### config.mk
export PLATFORM = sky130hd
export DESIGN_NAME = mcp9808_i2c_target
export DESIGN_NICKNAME = d
export VERILOG_FILES = /design/src/rtl/mcp9808_i2c_target.sv
export SDC_FILE = /design/constraint.sdc
export NUM_CORES = 1
export LEC_CHECK = 0
export ABC_AREA = 1
export CORE_MARGIN = 1
export CORE_UTILIZATION = 57
export CTS_CLUSTER_DIAMETER = 120
export CTS_CLUSTER_SIZE = 28
export DETAILED_ROUTE_END_ITERATION = 7
export GPL_TIMING_DRIVEN = 0
export PLACE_DENSITY = 0.88
export SLEW_MARGIN = 15
export SYNTH_ARGS = -nofsm -noshare
export SYNTH_HDL_FRONTEND = slang
export SYNTH_SLANG_ARGS = --single-unit
### constraint.sdc
create_clock -name clk -period 7.3 [get_ports clk]
set_input_delay 1.46 -clock clk [delete_from_list [all_inputs] [get_ports clk]]
set_output_delay 1.46 -clock clk [all_outputs]
set_load 0.02 [all_outputs]
### src/rtl/mcp9808_i2c_target.sv
// MCP9808-compatible I2C target: oversamples SCL/SDA on clk, serves the sensor register map
// and pulls SDA low (open-drain) for ACK and read data. No clock stretching.
module mcp9808_i2c_target #(
   parameter int unsigned SYNC_STAGES = 2,
   parameter logic [3:0]  ADDR_FIXED  = 4'b0011,
   parameter logic [15:0] MANUF_ID    = 16'h0054,
   parameter logic [15:0] DEV_ID      = 16'h0400
) (
   input  logic        clk,
   input  logic        rst,
   input  logic        scl_i,
   input  logic        sda_i,
   output logic        sda_pull,
   input  logic [2:0]  addr_pins,
   input  logic [15:0] t_amb,
   output logic [15:0] config_q,
   output logic [15:0] t_upper_q,
   output logic [15:0] t_lower_q,
   output logic [15:0] t_crit_q,
   output logic [1:0]  res_q,
   output logic        busy
);

   localparam int unsigned BYTE_W = 8;
   localparam int unsigned REG_W  = 16;

   typedef enum logic [3:0] {
      IDLE, ADDR, ADDR_ACK, PTR, PTR_ACK, WDATA, WDATA_ACK, RDATA, RDATA_MACK, IGNORE
   } state_e;

   logic [SYNC_STAGES-1:0] scl_sync_q, sda_sync_q;
   logic                   scl_dly_q, sda_dly_q;
   logic                   scl_s, sda_s, scl_rise, scl_fall, start_det, stop_det;

   state_e                 state_q, state_d;
   logic [2:0]             bit_cnt_q, bit_cnt_d;
   logic [1:0]             byte_cnt_q, byte_cnt_d;
   logic [BYTE_W-1:0]      shift_q, shift_d, msb_q, msb_d;
   logic [3:0]             ptr_q, ptr_d;
   logic                   rw_q, rw_d, hi_q, hi_d;
   logic [REG_W-1:0]       snap_q, snap_d;
   logic                   pull_d, busy_d;
   logic [REG_W-1:0]       config_d, t_upper_d, t_lower_d, t_crit_d;
   logic [1:0]             res_d;

   logic [BYTE_W-1:0]      rx_byte, tx_byte;
   logic [REG_W-1:0]       rd_src, wval;
   logic                   tx_bit, last_bit;

   // Input synchronizers; idle bus level is high so reset can never fabricate an edge
   always_ff @(posedge clk or posedge rst) begin
      if (rst) begin
         scl_sync_q <= '1;
         sda_sync_q <= '1;
         scl_dly_q  <= 1'b1;
         sda_dly_q  <= 1'b1;
      end else begin
         scl_sync_q <= {scl_sync_q[SYNC_STAGES-2:0], scl_i};
         sda_sync_q <= {sda_sync_q[SYNC_STAGES-2:0], sda_i};
         scl_dly_q  <= scl_sync_q[SYNC_STAGES-1];
         sda_dly_q  <= sda_sync_q[SYNC_STAGES-1];
      end
   end

   assign scl_s     = scl_sync_q[SYNC_STAGES-1];
   assign sda_s     = sda_sync_q[SYNC_STAGES-1];
   assign scl_rise  = scl_s & ~scl_dly_q;
   assign scl_fall  = ~scl_s & scl_dly_q;
   assign start_det = ~sda_s & sda_dly_q & scl_s;
   assign stop_det  = sda_s & ~sda_dly_q & scl_s;

   assign rx_byte  = {shift_q[BYTE_W-2:0], sda_s};
   assign last_bit = (bit_cnt_q == 3'd7);
   assign wval     = {msb_q, shift_q};
   assign tx_byte  = hi_q ? snap_q[REG_W-1:BYTE_W] : snap_q[BYTE_W-1:0];
   assign tx_bit   = tx_byte[3'd7 - bit_cnt_q];

   // Register selected by the pointer, snapshotted when a read is addressed
   always_comb begin
      rd_src = '0;
      case (ptr_q)
         4'd1:    rd_src = config_q;
         4'd2:    rd_src = t_upper_q;
         4'd3:    rd_src = t_lower_q;
         4'd4:    rd_src = t_crit_q;
         4'd5:    rd_src = t_amb;
         4'd6:    rd_src = MANUF_ID;
         4'd7:    rd_src = DEV_ID;
         4'd8:    rd_src = {6'b0, res_q, 6'b0, res_q};
         default: rd_src = '0;
      endcase
   end

   always_comb begin
      state_d    = state_q;
      bit_cnt_d  = bit_cnt_q;
      byte_cnt_d = byte_cnt_q;
      shift_d    = shift_q;
      msb_d      = msb_q;
      ptr_d      = ptr_q;
      rw_d       = rw_q;
      hi_d       = hi_q;
      snap_d     = snap_q;
      pull_d     = sda_pull;
      busy_d     = busy;
      config_d   = config_q;
      t_upper_d  = t_upper_q;
      t_lower_d  = t_lower_q;
      t_crit_d   = t_crit_q;
      res_d      = res_q;

      if (stop_det) begin
         state_d = IDLE;
         pull_d  = 1'b0;
         busy_d  = 1'b0;
      end else if (start_det) begin
         state_d   = ADDR;
         bit_cnt_d = '0;
         busy_d    = 1'b1;
      end else begin
         // SDA only changes while SCL is low, one cycle after the falling edge
         if (scl_fall) begin
            case (state_q)
               ADDR_ACK, PTR_ACK, WDATA_ACK: pull_d = 1'b1;
               RDATA:                        pull_d = ~tx_bit;
               default:                      pull_d = 1'b0;
            endcase
         end
         if (scl_rise) begin
            case (state_q)
               ADDR: begin
                  shift_d   = rx_byte;
                  bit_cnt_d = bit_cnt_q + 3'd1;
                  if (last_bit) begin
                     if (rx_byte[7:1] == {ADDR_FIXED, addr_pins}) begin
                        state_d = ADDR_ACK;
                        rw_d    = rx_byte[0];
                        snap_d  = rd_src;
                     end else begin
                        state_d = IGNORE;
                     end
                  end
               end
               ADDR_ACK: begin
                  hi_d    = 1'b1;
                  state_d = rw_q ? RDATA : PTR;
               end
               PTR: begin
                  shift_d   = rx_byte;
                  bit_cnt_d = bit_cnt_q + 3'd1;
                  if (last_bit) begin
                     ptr_d   = rx_byte[3:0];
                     state_d = PTR_ACK;
                  end
               end
               PTR_ACK: begin
                  byte_cnt_d = '0;
                  state_d    = WDATA;
               end
               WDATA: begin
                  shift_d   = rx_byte;
                  bit_cnt_d = bit_cnt_q + 3'd1;
                  if (last_bit) state_d = WDATA_ACK;
               end
               WDATA_ACK: begin
                  state_d = WDATA;
                  if (byte_cnt_q != 2'd3) byte_cnt_d = byte_cnt_q + 2'd1;
                  if (byte_cnt_q == 2'd0) begin
                     msb_d = shift_q;
                     if (ptr_q == 4'd8) res_d = shift_q[1:0];
                  end else if (byte_cnt_q == 2'd1) begin
                     case (ptr_q)
                        4'd1:    config_d  = wval & 16'h07FF;
                        4'd2:    t_upper_d = wval & 16'h1FFC;
                        4'd3:    t_lower_d = wval & 16'h1FFC;
                        4'd4:    t_crit_d  = wval & 16'h1FFC;
                        default: ;
                     endcase
                  end
               end
               RDATA: begin
                  bit_cnt_d = bit_cnt_q + 3'd1;
                  if (last_bit) state_d = RDATA_MACK;
               end
               RDATA_MACK: begin
                  if (sda_s) begin
                     state_d = IGNORE;
                  end else begin
                     hi_d    = ~hi_q;
                     state_d = RDATA;
                  end
               end
               default: ;
            endcase
         end
      end
   end

   always_ff @(posedge clk or posedge rst) begin
      if (rst) begin
         state_q    <= IDLE;
         bit_cnt_q  <= '0;
         byte_cnt_q <= '0;
         shift_q    <= '0;
         msb_q      <= '0;
         ptr_q      <= '0;
         rw_q       <= 1'b0;
         hi_q       <= 1'b1;
         snap_q     <= '0;
         sda_pull   <= 1'b0;
         busy       <= 1'b0;
         config_q   <= '0;
         t_upper_q  <= '0;
         t_lower_q  <= '0;
         t_crit_q   <= '0;
         res_q      <= 2'b11;
      end else begin
         state_q    <= state_d;
         bit_cnt_q  <= bit_cnt_d;
         byte_cnt_q <= byte_cnt_d;
         shift_q    <= shift_d;
         msb_q      <= msb_d;
         ptr_q      <= ptr_d;
         rw_q       <= rw_d;
         hi_q       <= hi_d;
         snap_q     <= snap_d;
         sda_pull   <= pull_d;
         busy       <= busy_d;
         config_q   <= config_d;
         t_upper_q  <= t_upper_d;
         t_lower_q  <= t_lower_d;
         t_crit_q   <= t_crit_d;
         res_q      <= res_d;
      end
   end

endmodule
### Word level (Yosys, flattened, before mapping)

Cells that the tools add are included.

* word-level logic and storage cells: 121
* register bits: 98
* input port bits: 23
* output and inout port bits: 68

* reduce and logical (&&, ||, !) cells: 27
* bitwise operators: 15
* magnitude comparators: 1
* add/subtract/negate cells: 3
* equal/unequal tests: 27
* muxes and demuxes: 28

Operator list (count)
* one-hot mux 16 bit (8 select lines): 1
* two-way mux 4 bit: 9
* == test 4 x 3 -> 1 bit (second input constant): 8
* one-hot mux 4 bit (7 select lines): 1
* AND reduction 7 bit: 4
* AND reduction 5 bit: 4
* AND reduction 6 bit: 3
* == test 4 x 2 -> 1 bit (second input constant): 4
* inequality test 4 bit (second input constant): 4
* two-way mux 3 bit: 4
* nonzero test 2 bit: 6
* inverter 1 bit: 9
* nonzero test 9 bit: 1
* == test 4 x 1 -> 1 bit (second input constant): 2
* == test 4 bit (second input constant): 2
* two-way mux 8 bit: 1
* == test 7 x 5 -> 1 bit: 1
* two-way mux 1 bit: 7
* bitwise AND 1 bit: 6
* inequality test 2 bit (second input constant): 3
* OR reduction 3 bit: 2
* less-than comparator 3 x 4 -> 1 bit (second input constant): 1
* one-hot mux 1 bit (2 select lines): 2
* one-hot mux 2 bit (2 select lines): 1
* 15 further kinds: 15

### Longest topological paths before layout

* depth in word-level cells: 8
* depth in mapped cells: 10
* depth with buffers taken out: 10

### Worst setup path before layout

OpenSTA, ideal clock, no wires.

* path type: input port to flip-flop
* from: input addr_pins[2]
* to: register snap_q[10]
* path buffers: 1
* setup time: 0.125 ns
* arrival: 2.218 ns
* setup slack: 4.957 ns
* cell stages on the path: 8
* data required time: 7.175 ns
* path through: xor2_1 nor2_1 nand2_1 nor2_2 nand3_2 buf_6 nand2_1 o21ai_2

* cells in the longest elaborated chain, start to end: 2

RTL lines
* start: declaration: RTL line 14 `input logic [2:0] addr_pins,`
* == test 7 x 5 -> 1 bit: RTL line 135 `if (rx_byte[7:1] == {ADDR_FIXED, addr_pins}) begin`
* AND reduction 6 bit (no source line)
* end signal: assignment: RTL line 226 `snap_q <= snap_d;`
* end: declaration: RTL line 41 `logic [REG_W-1:0] snap_q, snap_d;`

Every way passes these cells.
A chain may end at the register's enable or synchronous reset.

### Final worst setup path

* from: register res_q[1]
* to: output res_q[1]

RTL lines
* start: declaration: RTL line 20 `output logic [1:0] res_q,`
* start signal: assignment: RTL line 233 `res_q <= res_d;`

No word-level cell between the ends.

==> reports/qor.yml <==
power_and_ir_drop:
  p_leak_uw: 0.00281
  switching_power_uw: 456
  intPower_uw: 862
  pwr-share-comb: 0.252
  ir_drop_mv: 0.161
  power_frac_seq: 0.483
  powerDensity_nw_per_um2: 216
  p_total_uw: 1320
  p_clk_frac: 0.266
  p_sw_frac: 0.346
floorplanning:
  die_x_um: 95.6
  die_area_um2: 9140
  coreArea_um2: 8340
  die_h_um: 95.6
  start_util: 0.599
  fp-row-count: 33
  io_pins: 91
cts:
  insertion_delay_ps: 370
  clock_sink_count: 98
  cts-resized-gates: 0
  cts_made_buffers: 9
  clk_path_buf_depth: 2
  post_cts_buffers: 0
  clk_pin_slew_worst_paths_ps: 90
  cts_hold_buf: 0
  cts_htree_levels: 3
  cts_root_buffer: "clkbuf_8"
  cts_tree: "done"
global_route:
  busiest_layer: "met2"
  grt_use_total: 0.307
  grtUsageMet3: 0.0423
  overflow: 0
  use_met2: 0.478
  antenna_found_initial: 0
  grt_max_degree: 53
  grt_pass1_wl_mm: 20.7
  grt_pass1_vias: 4191
  grt_use_met1: 0.429
job:
  cap_violations: 0
sta:
  worst_clock_skew_ps: 8.60
  setup_viol: 0
  rsz0062_at_grt: "false"
  max_freq_mhz: 333
  fin_crit_ps: 3000
  relSlewSlack: 0.598
  final.setup.tns_ps: 0
  period_share: 0.411
  drv_slew: 0
  hold_viol_final: 0
  tightest_slew_ps: 602
  hold_slack_ps: 361
place:
  place.gp.congestion: 0.967
  port_buffers: 70
  dp_hpwl_mm: 9.66
finish:
  fillers: 648
  final_common_cell: "nand2_1"
  antenna_cells: 0
  drive_above_1_share: 0.127
  fin_nets: 745
  mostFrequentLayoutCells: "nand2_1 (200), dfrtp_1 (89), clkdlybuf4s50_1 (70), inv_1 (60), o21ai_1 (49)"
  area_delta_synth_final_pct: 22.5
routing:
  dr.pass1.iters: 5
  routedWlPerCell_um: 15.6
  ant_nets: 0
  drtIter0Drc: 414
  drt_wl_total_mm: 12.9
  via_per_inst: 5.47
  vias: 4520
  route.detailed.drc: 0
yosys:
  synth_edf_count: 0
  yosysSeqAreaShare: 0.493
  ys_types: 38
  syn_inst: 616
  avgSynthCellArea_um2: 8.11
  ys_ff_latch: 98
  synthArstFlopShare: 1.00
  synth-warning-count: 0
  dominantRegCellSynth: "dfrtp_1"
  syn-cell-area_um2: 4990
outcome:
  outcome: "complete, no violations"
setup_path:
  worst-setup-path-type: "reg -> out"
  cp_slowest_cell: "clkdlybuf4s50_1"
  crit_path_end_kind: "primary output"
  critPathTopFamily: "buffers and inverters"
  critPathArrivalTime_ps: 1540
  cp_max_fo: 3
  slowest_delay_ps: 610
  critPathRequiredTime_ps: 5840
  worstSetupStartpointType: "register"
  worst-path-buf-inv: 1
  crit_chain: "clkdlybuf4s50_1"
hold_path:
  hold_path.class: "reg -> reg"
layout make-up:
| type | instances | area, um^2 | area share |
|---|---|---|---|
| buffer | 38 | 285 | 0.0466 |
| tap | 105 | 131 | 0.0215 |
| multi-input combinational | 432 | 2070 | 0.338 |
| clock buffer | 13 | 149 | 0.0243 |
| clock inverter | 3 | 40.0 | 0.00655 |
| timing repair buffer | 71 | 728 | 0.119 |
| inverter | 67 | 254 | 0.0415 |
| sequential | 98 | 2460 | 0.403 |
power groups by stage:
stage / logic, uW / registers, uW / clock network (uW)
2_1_floorplan: 242 / 636 / 0
3_3_place_gp: 318 / 643 / 0
3_5_place_dp: 327 / 645 / 0
4_1_cts: 329 / 636 / 349
5_1_grt: 369 / 642 / 370
6_report: 332 / 636 / 350
sequential cells by signal, indices dropped and copies added (netlist names), 2 cells and up:
signal,count
shift_q,8
t_upper_q,11
t_crit_q,11
byte_cnt_q,2
state_q,4
scl_sync_q,2
snap_q,16
sda_sync_q,2
res_q,2
msb_q,5
t_lower_q,11
ptr_q,4
config_q,11
bit_cnt_q,3
Yosys cell counts, types with 3 or more instances:
library cell,count,area (um^2)
nor3_2,4,40.0
nand2_1,200,751
o21ai_1,49,245
buf_4,20,150
o21ai_0,27,135
inv_2,3,11.3
clkinv_1,3,11.3
nor2_2,3,18.8
buf_6,8,90.1
inv_1,61,229
nand2_2,6,37.5
nand4_1,9,56.3
dfstp_2,9,236
dfrtp_1,89,2230
a21oi_1,9,45.0
nor2_1,32,120
a211oi_1,4,30.0
clkbuf_1,3,11.3
nand3_1,36,180
o21ai_2,11,96.3
ha_1,5,62.6
buf_2,6,30.0
logic make-up (layout without fill, tap and decap cells):
group / count (synthesis) / in the layout / share of synthesized area
XOR/XNOR: 1 / 1 / 0.00175
AND/OR/NAND/NOR: 300 / 300 / 0.262
flip-flops: 98 / 98 / 0.493
AO/OA/AOI/OAI: 106 / 106 / 0.122
adder cells (fa/ha/maj): 5 / 5 / 0.0125
buffers and inverters: 105 / 192 / 0.107
other: 1 / 20 / 0.000751
routing by layer:
metal | wire [um] | share of wire | vias up
met2 | 6060 | 0.47 | 231
met1 | 5280 | 0.41 | 2119
met5 | 0 | 0 | -
met4 | 398 | 0.031 | 0
li1 | - | - | 2131
met3 | 1130 | 0.088 | 39
worst paths after layout:
check / slack (ps) / startpoint / to / cells after the start
max in group asynchronous: 5090 / rst / sda_sync_q[0] / 3
min in group asynchronous: 1510 / rst / snap_q[11] / 2
max reg2reg: 5280 / sda_dly_q / t_lower_q[9] / 10
min: 360 / sda_sync_q[0] / sda_sync_q[1] / 0
min reg2reg: 360 / sda_sync_q[0] / sda_sync_q[1] / 0
max: 4300 / res_q[1] / res_q[1] / 1
through the flow:
| stage | util | std cells | worst slack [ps] | area [um^2] |
|---|---|---|---|---|
| 2_1_floorplan | - | 635 | 3290 | 5070 |
| 3_3_place_gp | 0.707 | 810 | 1940 | 5900 |
| 3_5_place_dp | 0.711 | 811 | 4300 | 5930 |
| 4_1_cts | 0.733 | 827 | 4290 | 6120 |
| 5_1_grt | 0.733 | 827 | 4260 | 6120 |
| 6_report | 0.733 | 827 | 4300 | 6120 |
(Power assumes the default switching activity.)
